**src/rtl/mem_pkg.sv**
```systemverilog
// Shared definitions for the memory access unit: MIPS load/store op codes,
// FSM state encoding, default memory depth and the byte/half lane geometry.
package mem_pkg;

  localparam int MEM_WORDS_DEF = 128;
  localparam int BYTE_W        = 8;
  localparam int HALF_W        = 16;

  localparam logic [31:0] BYTE_MASK = 32'h0000_00FF;
  localparam logic [31:0] HALF_MASK = 32'h0000_FFFF;

  typedef enum logic [2:0] {
    OP_LB  = 3'd0,
    OP_LBU = 3'd1,
    OP_LH  = 3'd2,
    OP_LHU = 3'd3,
    OP_LW  = 3'd4,
    OP_SB  = 3'd5,
    OP_SH  = 3'd6,
    OP_SW  = 3'd7
  } op_e;

  typedef enum logic {
    S_IDLE   = 1'b0,
    S_RMW_WR = 1'b1
  } state_e;

endpackage

```
**src/rtl/mem_lane_align.sv**
```systemverilog
// Big-endian lane extraction for loads and lane merge for sub-word stores.
// Byte offset 0 is bits[31:24]; half offset 0 is bits[31:16].
module mem_lane_align
  import mem_pkg::*;
(
  input  op_e         op,
  input  logic [1:0]  off,
  input  logic [31:0] word,
  input  logic [31:0] wdata,
  output logic [31:0] load_val,
  output logic [31:0] merged
);

  logic [4:0]  byte_sh;
  logic [4:0]  half_sh;
  logic [7:0]  byte_v;
  logic [15:0] half_v;

  always_comb begin
    byte_sh  = {~off, 3'b000};
    half_sh  = {~off[1], 4'b0000};
    byte_v   = 8'(word >> byte_sh);
    half_v   = 16'(word >> half_sh);
    load_val = word;
    merged   = word;
    case (op)
      OP_LB:   load_val = {{24{byte_v[7]}}, byte_v};
      OP_LBU:  load_val = {24'd0, byte_v};
      OP_LH:   load_val = {{16{half_v[15]}}, half_v};
      OP_LHU:  load_val = {16'd0, half_v};
      default: load_val = word;
    endcase
    case (op)
      OP_SB:   merged = (word & ~(BYTE_MASK << byte_sh)) | ((wdata & BYTE_MASK) << byte_sh);
      OP_SH:   merged = (word & ~(HALF_MASK << half_sh)) | ((wdata & HALF_MASK) << half_sh);
      default: merged = wdata;
    endcase
  end

endmodule

```
**src/rtl/mem_access_unit.sv**
```systemverilog
// Converts byte-addressed MIPS loads/stores into word accesses on a
// word-addressed data memory; sub-word stores use a two-cycle read-modify-write.
module mem_access_unit
  import mem_pkg::*;
#(
  parameter int MEM_WORDS = MEM_WORDS_DEF,
  parameter int ADDR_W    = 32
) (
  input  logic              clk,
  input  logic              rst_n,
  input  logic              req_valid,
  input  logic [2:0]        req_op,
  input  logic [ADDR_W-1:0] req_addr,
  input  logic [31:0]       req_wdata,
  output logic              stall,
  output logic [31:0]       load_data,
  output logic              load_valid,
  output logic              misalign_exc,
  output logic              range_exc,
  output logic [ADDR_W-1:0] exc_addr,
  output logic [ADDR_W-1:0] mem_addr,
  output logic              mem_read,
  output logic              mem_write,
  output logic [31:0]       mem_wdata,
  input  logic [31:0]       mem_rdata
);

  state_e              state_q, state_d;
  logic [31:0]         load_data_q, load_data_d;
  logic                load_valid_q, load_valid_d;
  logic                misalign_q, misalign_d;
  logic                range_q, range_d;
  logic [ADDR_W-1:0]   exc_addr_q, exc_addr_d;
  logic [31:0]         merged_q, merged_d;
  logic [ADDR_W-3:0]   idx_q, idx_d;

  op_e                 op;
  logic [ADDR_W-3:0]   req_idx;
  logic                is_load, misaligned, out_of_range;
  logic [31:0]         lane_load, lane_merged;

  assign op      = op_e'(req_op);
  assign req_idx = req_addr[ADDR_W-1:2];
  assign is_load = (op == OP_LB) || (op == OP_LBU) || (op == OP_LH) ||
                   (op == OP_LHU) || (op == OP_LW);

  always_comb begin
    misaligned = 1'b0;
    case (op)
      OP_LH, OP_LHU, OP_SH: misaligned = req_addr[0];
      OP_LW, OP_SW:         misaligned = |req_addr[1:0];
      default:              misaligned = 1'b0;
    endcase
    out_of_range = req_idx >= (ADDR_W-2)'(MEM_WORDS);
  end

  mem_lane_align u_align (
    .op       (op),
    .off      (req_addr[1:0]),
    .word     (mem_rdata),
    .wdata    (req_wdata),
    .load_val (lane_load),
    .merged   (lane_merged)
  );

  always_comb begin
    state_d      = state_q;
    load_data_d  = load_data_q;
    load_valid_d = 1'b0;
    misalign_d   = 1'b0;
    range_d      = 1'b0;
    exc_addr_d   = exc_addr_q;
    merged_d     = merged_q;
    idx_d        = idx_q;
    stall        = 1'b0;
    mem_read     = 1'b0;
    mem_write    = 1'b0;
    mem_wdata    = 32'd0;
    mem_addr     = {2'b00, req_idx};
    case (state_q)
      S_IDLE: begin
        if (req_valid) begin
          // Misalignment wins over range; a faulting access never touches memory.
          if (misaligned) begin
            misalign_d = 1'b1;
            exc_addr_d = req_addr;
          end else if (out_of_range) begin
            range_d    = 1'b1;
            exc_addr_d = req_addr;
          end else if (is_load) begin
            mem_read     = 1'b1;
            load_data_d  = lane_load;
            load_valid_d = 1'b1;
          end else if (op == OP_SW) begin
            mem_write = 1'b1;
            mem_wdata = req_wdata;
          end else begin
            mem_read = 1'b1;
            stall    = 1'b1;
            merged_d = lane_merged;
            idx_d    = req_idx;
            state_d  = S_RMW_WR;
          end
        end
      end
      S_RMW_WR: begin
        mem_write = 1'b1;
        mem_wdata = merged_q;
        mem_addr  = {2'b00, idx_q};
        state_d   = S_IDLE;
      end
      default: state_d = S_IDLE;
    endcase
    // Reset in the write cycle must leave memory untouched.
    if (!rst_n) begin
      stall     = 1'b0;
      mem_read  = 1'b0;
      mem_write = 1'b0;
      mem_wdata = 32'd0;
    end
  end

  always_ff @(posedge clk) begin
    if (!rst_n) begin
      state_q      <= S_IDLE;
      load_data_q  <= 32'd0;
      load_valid_q <= 1'b0;
      misalign_q   <= 1'b0;
      range_q      <= 1'b0;
      exc_addr_q   <= '0;
      merged_q     <= 32'd0;
      idx_q        <= '0;
    end else begin
      state_q      <= state_d;
      load_data_q  <= load_data_d;
      load_valid_q <= load_valid_d;
      misalign_q   <= misalign_d;
      range_q      <= range_d;
      exc_addr_q   <= exc_addr_d;
      merged_q     <= merged_d;
      idx_q        <= idx_d;
    end
  end

  assign load_data    = load_data_q;
  assign load_valid   = load_valid_q;
  assign misalign_exc = misalign_q;
  assign range_exc    = range_q;
  assign exc_addr     = exc_addr_q;

endmodule

```
**config.mk**
```make
export PLATFORM = sky130hd
export DESIGN_NAME = mem_access_unit
export DESIGN_NICKNAME = d
export VERILOG_FILES = /design/src/rtl/mem_pkg.sv /design/src/rtl/mem_lane_align.sv /design/src/rtl/mem_access_unit.sv
export SDC_FILE = /design/constraint.sdc
export NUM_CORES = 1
export LEC_CHECK = 0
export CAP_MARGIN = 20
export CORE_ASPECT_RATIO = 0.9
export CORE_MARGIN = 2
export CORE_UTILIZATION = 55
export CTS_CLUSTER_SIZE = 40
export DETAILED_ROUTE_END_ITERATION = 10
export DONT_BUFFER_PORTS = 1
export PLACE_DENSITY = 0.66
export SYNTH_ARGS = -nofsm -noshare
export SYNTH_HDL_FRONTEND = slang
export SYNTH_SLANG_ARGS = --single-unit
export TNS_END_PERCENT = 30
```
**constraint.sdc**
```tcl
create_clock -name clk -period 6.2 [get_ports clk]
set_input_delay 0.62 -clock clk [delete_from_list [all_inputs] [get_ports clk]]
set_output_delay 0.62 -clock clk [all_outputs]
set_load 0.005 [all_outputs]
```
Yosys cells after proc, flatten, opt, wreduce, memory -nomap -nowiden --
Cells that the tools add are included.
Cells by class: shifts and indexed selects 6, order comparisons 1, reduce and logical (&&, ||, !) cells 15, eq/ne operators 7, muxes and demuxes 37, bitwise gates (word level) 15
Operators with widths (count):
- $mux W32 | 8
- $pmux W32 S2 | 2
- $pmux W32 S4 | 1
- $and A32 B32 Y32 | 2
- $not A32 Y32 | 2
- $or A32 B32 Y32 | 2
- $shl A16 B5 Y32 | 1
- $shl A16 B5 Y32 const A | 1
- $shl A8 B5 Y32 | 1
- $shl A8 B5 Y32 const A | 1
- $shr A32 B5 Y16 | 1
- $shr A32 B5 Y8 | 1
- $ge A30 B8 Y1 const B | 1
- $mux W30 | 1
- $mux W1 | 22
- $eq A3 B3 Y1 const B | 4
- $not A1 Y1 | 8
- $eq A3 B2 Y1 const B | 2
- $pmux W1 S2 | 3
- $reduce_and A6 Y1 | 1
- $reduce_or A3 Y1 | 2
- $reduce_and A5 Y1 | 1
- $reduce_or A5 Y1 | 1
- $logic_or A1 B1 Y1 | 4
- 7 further kinds | 8
Storage, ports and cells: flip-flop bits (word level) 130, logic and storage cells 89, output and inout port bits 134, input bits 102

Longest topological paths before layout --
Gate-level depths: netlist of run 1.
depth in word-level cells 11, depth in mapped cells 8, gate-level depth less buffers 5

By module --
From an unflattened synthesis of run 1, not the netlist that was laid out.
Second synthesis, totals: cells, all modules 885, area total of the unflattened synthesis 7549.7 um^2
Modules (own cells, without submodules):
- mem_access_unit | cells each 634, sequential area each 2602.5 um^2, instances 1, area each 5731.7 um^2
- mem_lane_align | cells each 251, sequential area each 0.0 um^2, instances 1, area each 1818.0 um^2

Worst setup path after synthesis of run 1 --
No wires, ideal clock.
path type input to output, from input req_addr[26], to output mem_wdata[30], required time 5580 ps, arrival 2276 ps, buffers on the path 2, slack 3304 ps, cell stages on the path 7, cells stage by stage nor4_1 > nand4_1 > nor4_4 > buf_2 > buf_2 > nand4_1 > a21oi_1
Between the ends: word-level cells in the longest chain between the ends 6
RTL lines:
- start, declared | RTL line mem_access_unit.sv:13 | input logic [ADDR_W-1:0] req_addr,
- $ge A30 B8 Y1 | RTL line mem_access_unit.sv:54 | out_of_range = req_idx >= (ADDR_W-2)'(MEM_WORDS);
- $mux W32 | RTL line mem_access_unit.sv:87 | end else if (out_of_range) begin
- $mux W32 | RTL line mem_access_unit.sv:84 | if (misaligned) begin
- $mux W32 | RTL line mem_access_unit.sv:82 | if (req_valid) begin
- $pmux W32 S2 | RTL line mem_access_unit.sv:80 | case (state_q)
- $mux W32 | RTL line mem_access_unit.sv:115 | if (!rst_n) begin
- end, declared | RTL line mem_access_unit.sv:24 | output logic [31:0] mem_wdata,
No other way between the ends.

Worst setup path in the final report of run 1 --
from input req_addr[9], to output mem_read
Between the ends: word-level cells in the longest chain between the ends 6
RTL lines:
- $ge A30 B8 Y1 | RTL line mem_access_unit.sv:54
- $mux W1 | RTL line mem_access_unit.sv:87
- $mux W1 | RTL line mem_access_unit.sv:84
- $mux W1 | RTL line mem_access_unit.sv:82
- $mux W1 | RTL line mem_access_unit.sv:80
- $mux W1 | RTL line mem_access_unit.sv:115
- end, declared | RTL line mem_access_unit.sv:22 | output logic mem_read,
No other way between the ends.

==> key figures, run 1 <==
Run status
  • Outcome: finished, final reports clean

Placement
  • DP HPWL: 15,400 µm
  • GPL Wtd Cong: 0.935
  • IO Port Bufs: 0
  • Pre-CTS setup slack: 2280 ps

Routing
  • DRC Markers: 0
  • Iteration-0 DRC Markers: 889
  • Drt wl/cell: 24.6 µm
  • Final WL: 22,300 µm
  • ANT nets after route: 0
  • Total number of vias: 6,430
  • Vias/cell: 7.09
  • DRT Pass-1 Iters: 6

Yosys
  • Main area contributors after synthesis: dfxtp_1 39%, a21oi_1 8.1%, mux2_2 6.8%
  • Async SR Flop Fraction: 0
  • Warnings, synthesis: 0
  • Most common cell in the synthesized netlist: dfxtp_1
  • Yosys reg bits: 130
  • Cell taking the most area after synthesis: dfxtp_1
  • Library cells used by synthesis: 43
  • Post-synth top area share: 0.394
  • Post-synth EDFFs: 0
  • Post-Syn Instances: 800
  • Sequential-to-total area share from yosys stat: 0.394
  • Post-synth top flop: dfxtp_1
  • Most instantiated cells after synthesis: 130 x dfxtp_1, 107 x a21oi_1, 84 x nand2_1
  • Syn Std Cell Area: 6600 µm²
  • Mapped Avg Cell Area: 8.25 µm²

Die
  • Die area: 12,900 µm²
  • I/O pin count: 236
  • Die X: 119 µm
  • Initial core utilization: 0.570
  • Die Height: 108 µm
  • Row cnt: 37
  • Core box area: 11,600 µm²

CTS
  • CTS resizes: 0
  • CTS Hold Bufs: 0
  • CTS sink cnt: 130
  • Clock latency on the worst-skew pair: 420 ps
  • Number of post-CTS setup repair buffers: 0
  • Total CTS buffers: 17
  • TritonCTS clock tree: done
  • CTS H-tree lvls: 4
  • Root buffer cell: clkbuf_16
  • Clk slew on worst S/H paths: 50 ps
  • Clk buf depth: 2

Timing
  • Setup ws final: 2420 ps
  • Total negative slack: 0 ps
  • Rel. slew slack: 0.275
  • Final hold vios: 0
  • Fin crit share: 0.609
  • Max Slew Vio Count: 0
  • Skew final: 3.98 ps
  • FMAX: 0.265 GHz
  • RSZ-0062 raised after global routing: no
  • Final setup viols: 0
  • Worst-margin pin slew: 1080 ps
  • Period minus WS final: 3780 ps

Global routing
  • Vias in the first global route: 5,981
  • Grt total ovfl: 0
  • Largest net degree at the start of global routing: 74
  • GRT Util Overall: 0.338
  • First-pass GRT wire length: 33,700 µm
  • Initial antenna violation count: 0

Final layout
  • Diodes inserted: 0
  • Final net count: 840
  • FILL cells: 1,033
  • Area Growth Syn to Fin: 7.94%
  • Layout cell share with drive strength beyond 1: 0.119

Critical path
  • Worst Setup End Kind: output pin
  • Nature of the critical path startpoint: primary input
  • Critical path class: in2out
  • Worst Path Max Fanout: 67
  • Worst path arrival time: 3160 ps
  • Worst Path Required: 5580 ps

Pwr
  • Pleak: 2.32 nW
  • PwrDens: 280 nW/µm²
  • VDD IR max: 0.000191 V

Worst hold path
  • Worst min path class: in2reg

Job
  • Number of max-cap violations: 0
==> per-layer routing <==
layer | part of all wire | global-route usage
met1 | 0.40 | 0.449
met2 | 0.44 | 0.500
met3 | 0.13 | 0.126
met4 | 0.031 | 0.129
met5 | 0 | 0
==> path summary, 6_finish.rpt <==
| check | from | slack, ps | end | cells past startpoint |
|---|---|---|---|---|
| max | req_addr[9] | 2420 | mem_read | 4 |
| min | rst_n | 340 | merged_q[31] | 1 |
| max reg2reg | state_q | 2590 | idx_q[26] | 5 |
| min reg2reg | exc_addr[21] | 470 | exc_addr[21] | 2 |
==> registers in the layout, indices dropped and copies added (netlist names) <==
name / flops
state_q: 1
load_data: 32
range_exc: 1
idx_q: 30
merged_q: 32
misalign_exc: 1
load_valid: 1
exc_addr: 32
==> stage by stage <==
stage | utilization | instances | instance area [µm²] | total power, mW | hold slack, ps
after floorplan | - | 801 | 6600 | 0.993 | 446
final | 0.615 | 907 | 7120 | 2.00 | 344
after global placement | 0.562 | 872 | 6500 | 1.01 | 462
after global routing | 0.615 | 907 | 7120 | 2.05 | 326
after CTS | 0.613 | 904 | 7100 | 2.00 | 323
after detailed placement | 0.562 | 872 | 6500 | 1.01 | 468
==> cell families after synthesis <==
kind of cell    synth area share
flops                      0.394
simple gates               0.198
buf+inv                   0.0565
compound gates             0.257
xor+xnor                 0.00247
mux                       0.0914
other cells             0.000568
==> worst max-delay path, cell delays in order <==
cell and delay (ps):
nor4_1 660, nand4_1 460, or4_4 960, nor3_1 430
==> report_power, final <==
| group | switching (mW) | internal (mW) | total [mW] |
|---|---|---|---|
| Combinational | 0.0928 | 0.0491 | 0.142 |
| Clock | 0.363 | 0.634 | 0.997 |
| Sequential | 0.00910 | 0.848 | 0.857 |
| Total | 0.465 | 1.53 | 2.00 |
==> layout make-up <==
cell class | instances | area [µm²] | area share
Clock buffer | 24 | 492 | 0.0690
Clock inverter | 8 | 100 | 0.0141
Inverter | 1 | 6.26 | 0.000878
Multi-Input combinational cell | 578 | 3650 | 0.512
Sequential cell | 130 | 2600 | 0.366
Tap cell | 156 | 195 | 0.0274
Timing Repair Buffer | 10 | 80.1 | 0.0112
==> layout by cell type, fill, tap and decap left out, types with 4 or more instances in the layout <==
cell	Yosys	layout
a211oi_1	40	40
and3_1	28	28
dfxtp_1	130	129
nor3_1	24	24
a2111oi_0	16	16
a221oi_1	10	10
clkbuf_16	0	17
nand3_1	48	48
mux2_2	40	40
a22oi_1	12	12
nand2_1	84	84
nor4_1	6	6
mux2i_1	13	13
a31oi_1	31	31
nor2_1	14	14
a222oi_1	13	13
clkbuf_8	0	4
o21ai_0	25	25
buf_4	2	8
a21oi_1	107	107
nand4_1	35	35
Note: power is estimated with default switching activity, not from simulation.
==> run 2: changes to the inputs <==
--- a/config.mk
+++ b/config.mk
@@ -12,7 +12,7 @@
 export CTS_CLUSTER_SIZE = 40
 export DETAILED_ROUTE_END_ITERATION = 10
 export DONT_BUFFER_PORTS = 1
-export PLACE_DENSITY = 0.66
+export PLACE_DENSITY = 0.69
 export SYNTH_ARGS = -nofsm -noshare
 export SYNTH_HDL_FRONTEND = slang
 export SYNTH_SLANG_ARGS = --single-unit
==> constraint.sdc (replaced) <==
create_clock -name clk -period 3.02 [get_ports clk]
set_input_delay 0.302 -clock clk [delete_from_list [all_inputs] [get_ports clk]]
set_output_delay 0.302 -clock clk [all_outputs]
set_load 0.005 [all_outputs]
==> key figures, run 2 (synthesis results as in run 1) <==
CTS
  • CTS Hold Bufs: 0
  • Clock latency on the worst-skew pair: 410 ps
  • CTS H-tree lvls: 4
  • Clk slew on worst S/H paths: 50 ps
  • TritonCTS clock tree: done
  • Total CTS buffers: 17
  • CTS resizes: 0
  • Clk buf depth: 2
  • Root buffer cell: clkbuf_16
  • CTS sink cnt: 130
  • Number of post-CTS setup repair buffers: 0

Final layout
  • Most common cell after layout, fill and taps aside: dfxtp_1
  • FILL cells: 1,004
  • Most frequent cells in the layout: 129 x dfxtp_1, 107 x a21oi_1, 84 x nand2_1
  • Final net count: 853
  • Area Growth Syn to Fin: 10.4%
  • Final Cell Area: 7290 µm²
  • Final cell count without fillers: 921
  • Layout cell share with drive strength beyond 1: 0.136
  • Final Util: 0.630

Job
  • Number of max-cap violations: 0

Routing
  • Met3 Routed Length: 2750 µm
  • Metal2 WL: 9800 µm
  • Total number of vias: 6,534
  • Iteration-0 DRC Markers: 787
  • Drt wl/cell: 24.0 µm
  • DRT Pass-1 Iters: 9
  • Met1 WL: 9070 µm
  • Final WL: 22,100 µm
  • Vias/cell: 7.09
  • ANT nets after route: 0
  • Top layer in use: met4
  • DRC Markers: 0

Pwr
  • PwrDens: 584 nW/µm²
  • VDD IR max: 0.000451 V
  • Pleak: 2.40 nW

Critical path
  • R2R Path Start: state_q
  • Critical path class: in2out
  • Worst Setup End Kind: output pin
  • Reg2Reg Depth: 5
  • Critical Path Source: req_addr[9]
  • Worst Path Required: 2720 ps
  • Worst Path Max Fanout: 68
  • Worst path arrival time: 2350 ps
  • Nature of the critical path startpoint: primary input

Global routing
  • First-pass GRT wire length: 33,200 µm
  • GRT Util Overall: 0.328
  • Initial antenna violation count: 1
  • Vias in the first global route: 5,917
  • Largest net degree at the start of global routing: 91
  • Grt total ovfl: 0

Timing
  • Period minus WS final: 2650 ps
  • Final hold vios: 0
  • FMAX: 0.377 GHz
  • Max Slew Vio Count: 0
  • Skew final: 6.66 ps
  • Worst-margin pin slew: 870 ps
  • Rel. slew slack: 0.420
  • RSZ-0062 raised after global routing: no
  • Final setup viols: 0
  • Fin crit share: 0.879
  • Total negative slack: 0 ps

Die
  • Core box area: 11,600 µm²
  • Die area: 12,900 µm²
  • Die X: 119 µm
  • Initial core utilization: 0.570
  • Die Height: 108 µm
  • Row cnt: 37
  • I/O pin count: 236

Placement
  • IO Port Bufs: 0
  • GPL Wtd Cong: 0.974
  • Placed Area: 6650 µm²
  • DP HPWL: 15,200 µm
  • Dpl cells: 888

Worst hold path
  • Hold Path Origin: rst_n
  • Worst min path class: in2reg
  • Worst hold stages: 1

Run status
  • Outcome: finished, final reports clean
## run 2: where the power goes
| part | switching, mW | internal (mW) |
|---|---|---|
| combinational | 0.193 | 0.107 |
| clock | 0.771 | 1.43 |
| sequential | 0.0191 | 1.74 |
## run 2: critical path: stages
cell and delay (ps):
nor4_1 510, nand4_1 190, buf_4 220, nor4_4 320, buf_12 320, nand4_1 150
a21oi_1 180, buf_4 130
## run 2: worst paths after layout
kind	to	slack (ps)
max	mem_wdata[10]	370
min	merged_q[29]	30
max reg2reg	idx_q[29]	1070
min reg2reg	exc_addr[24]	480
## run 2: final cells by class
cell class / count / area [µm²] / area share
Antenna cell: 1 / 2.50 / 0.000343
Clock buffer: 20 / 457 / 0.0627
Clock inverter: 12 / 178 / 0.0244
Inverter: 1 / 6.26 / 0.000859
Multi-Input combinational cell: 578 / 3650 / 0.500
Sequential cell: 130 / 2600 / 0.357
Tap cell: 156 / 195 / 0.0268
Timing Repair Buffer: 23 / 198 / 0.0271
## run 2: metrics by stage
stage	hold WS (ps)	setup slack [ps]	total power [mW]
floorplan	446	760	2.04
global placement	442	340	2.08
detailed placement	446	348	2.09
CTS	14.1	372	4.27
global route	4.73	156	4.40
finish	27.8	366	4.26
## run 2: per-layer routing
metal	vias up	global-route usage
met2	407	0.475
met5	-	0
met4	0	0.103
li1	2950	-
met1	3132	0.447
met3	45	0.132
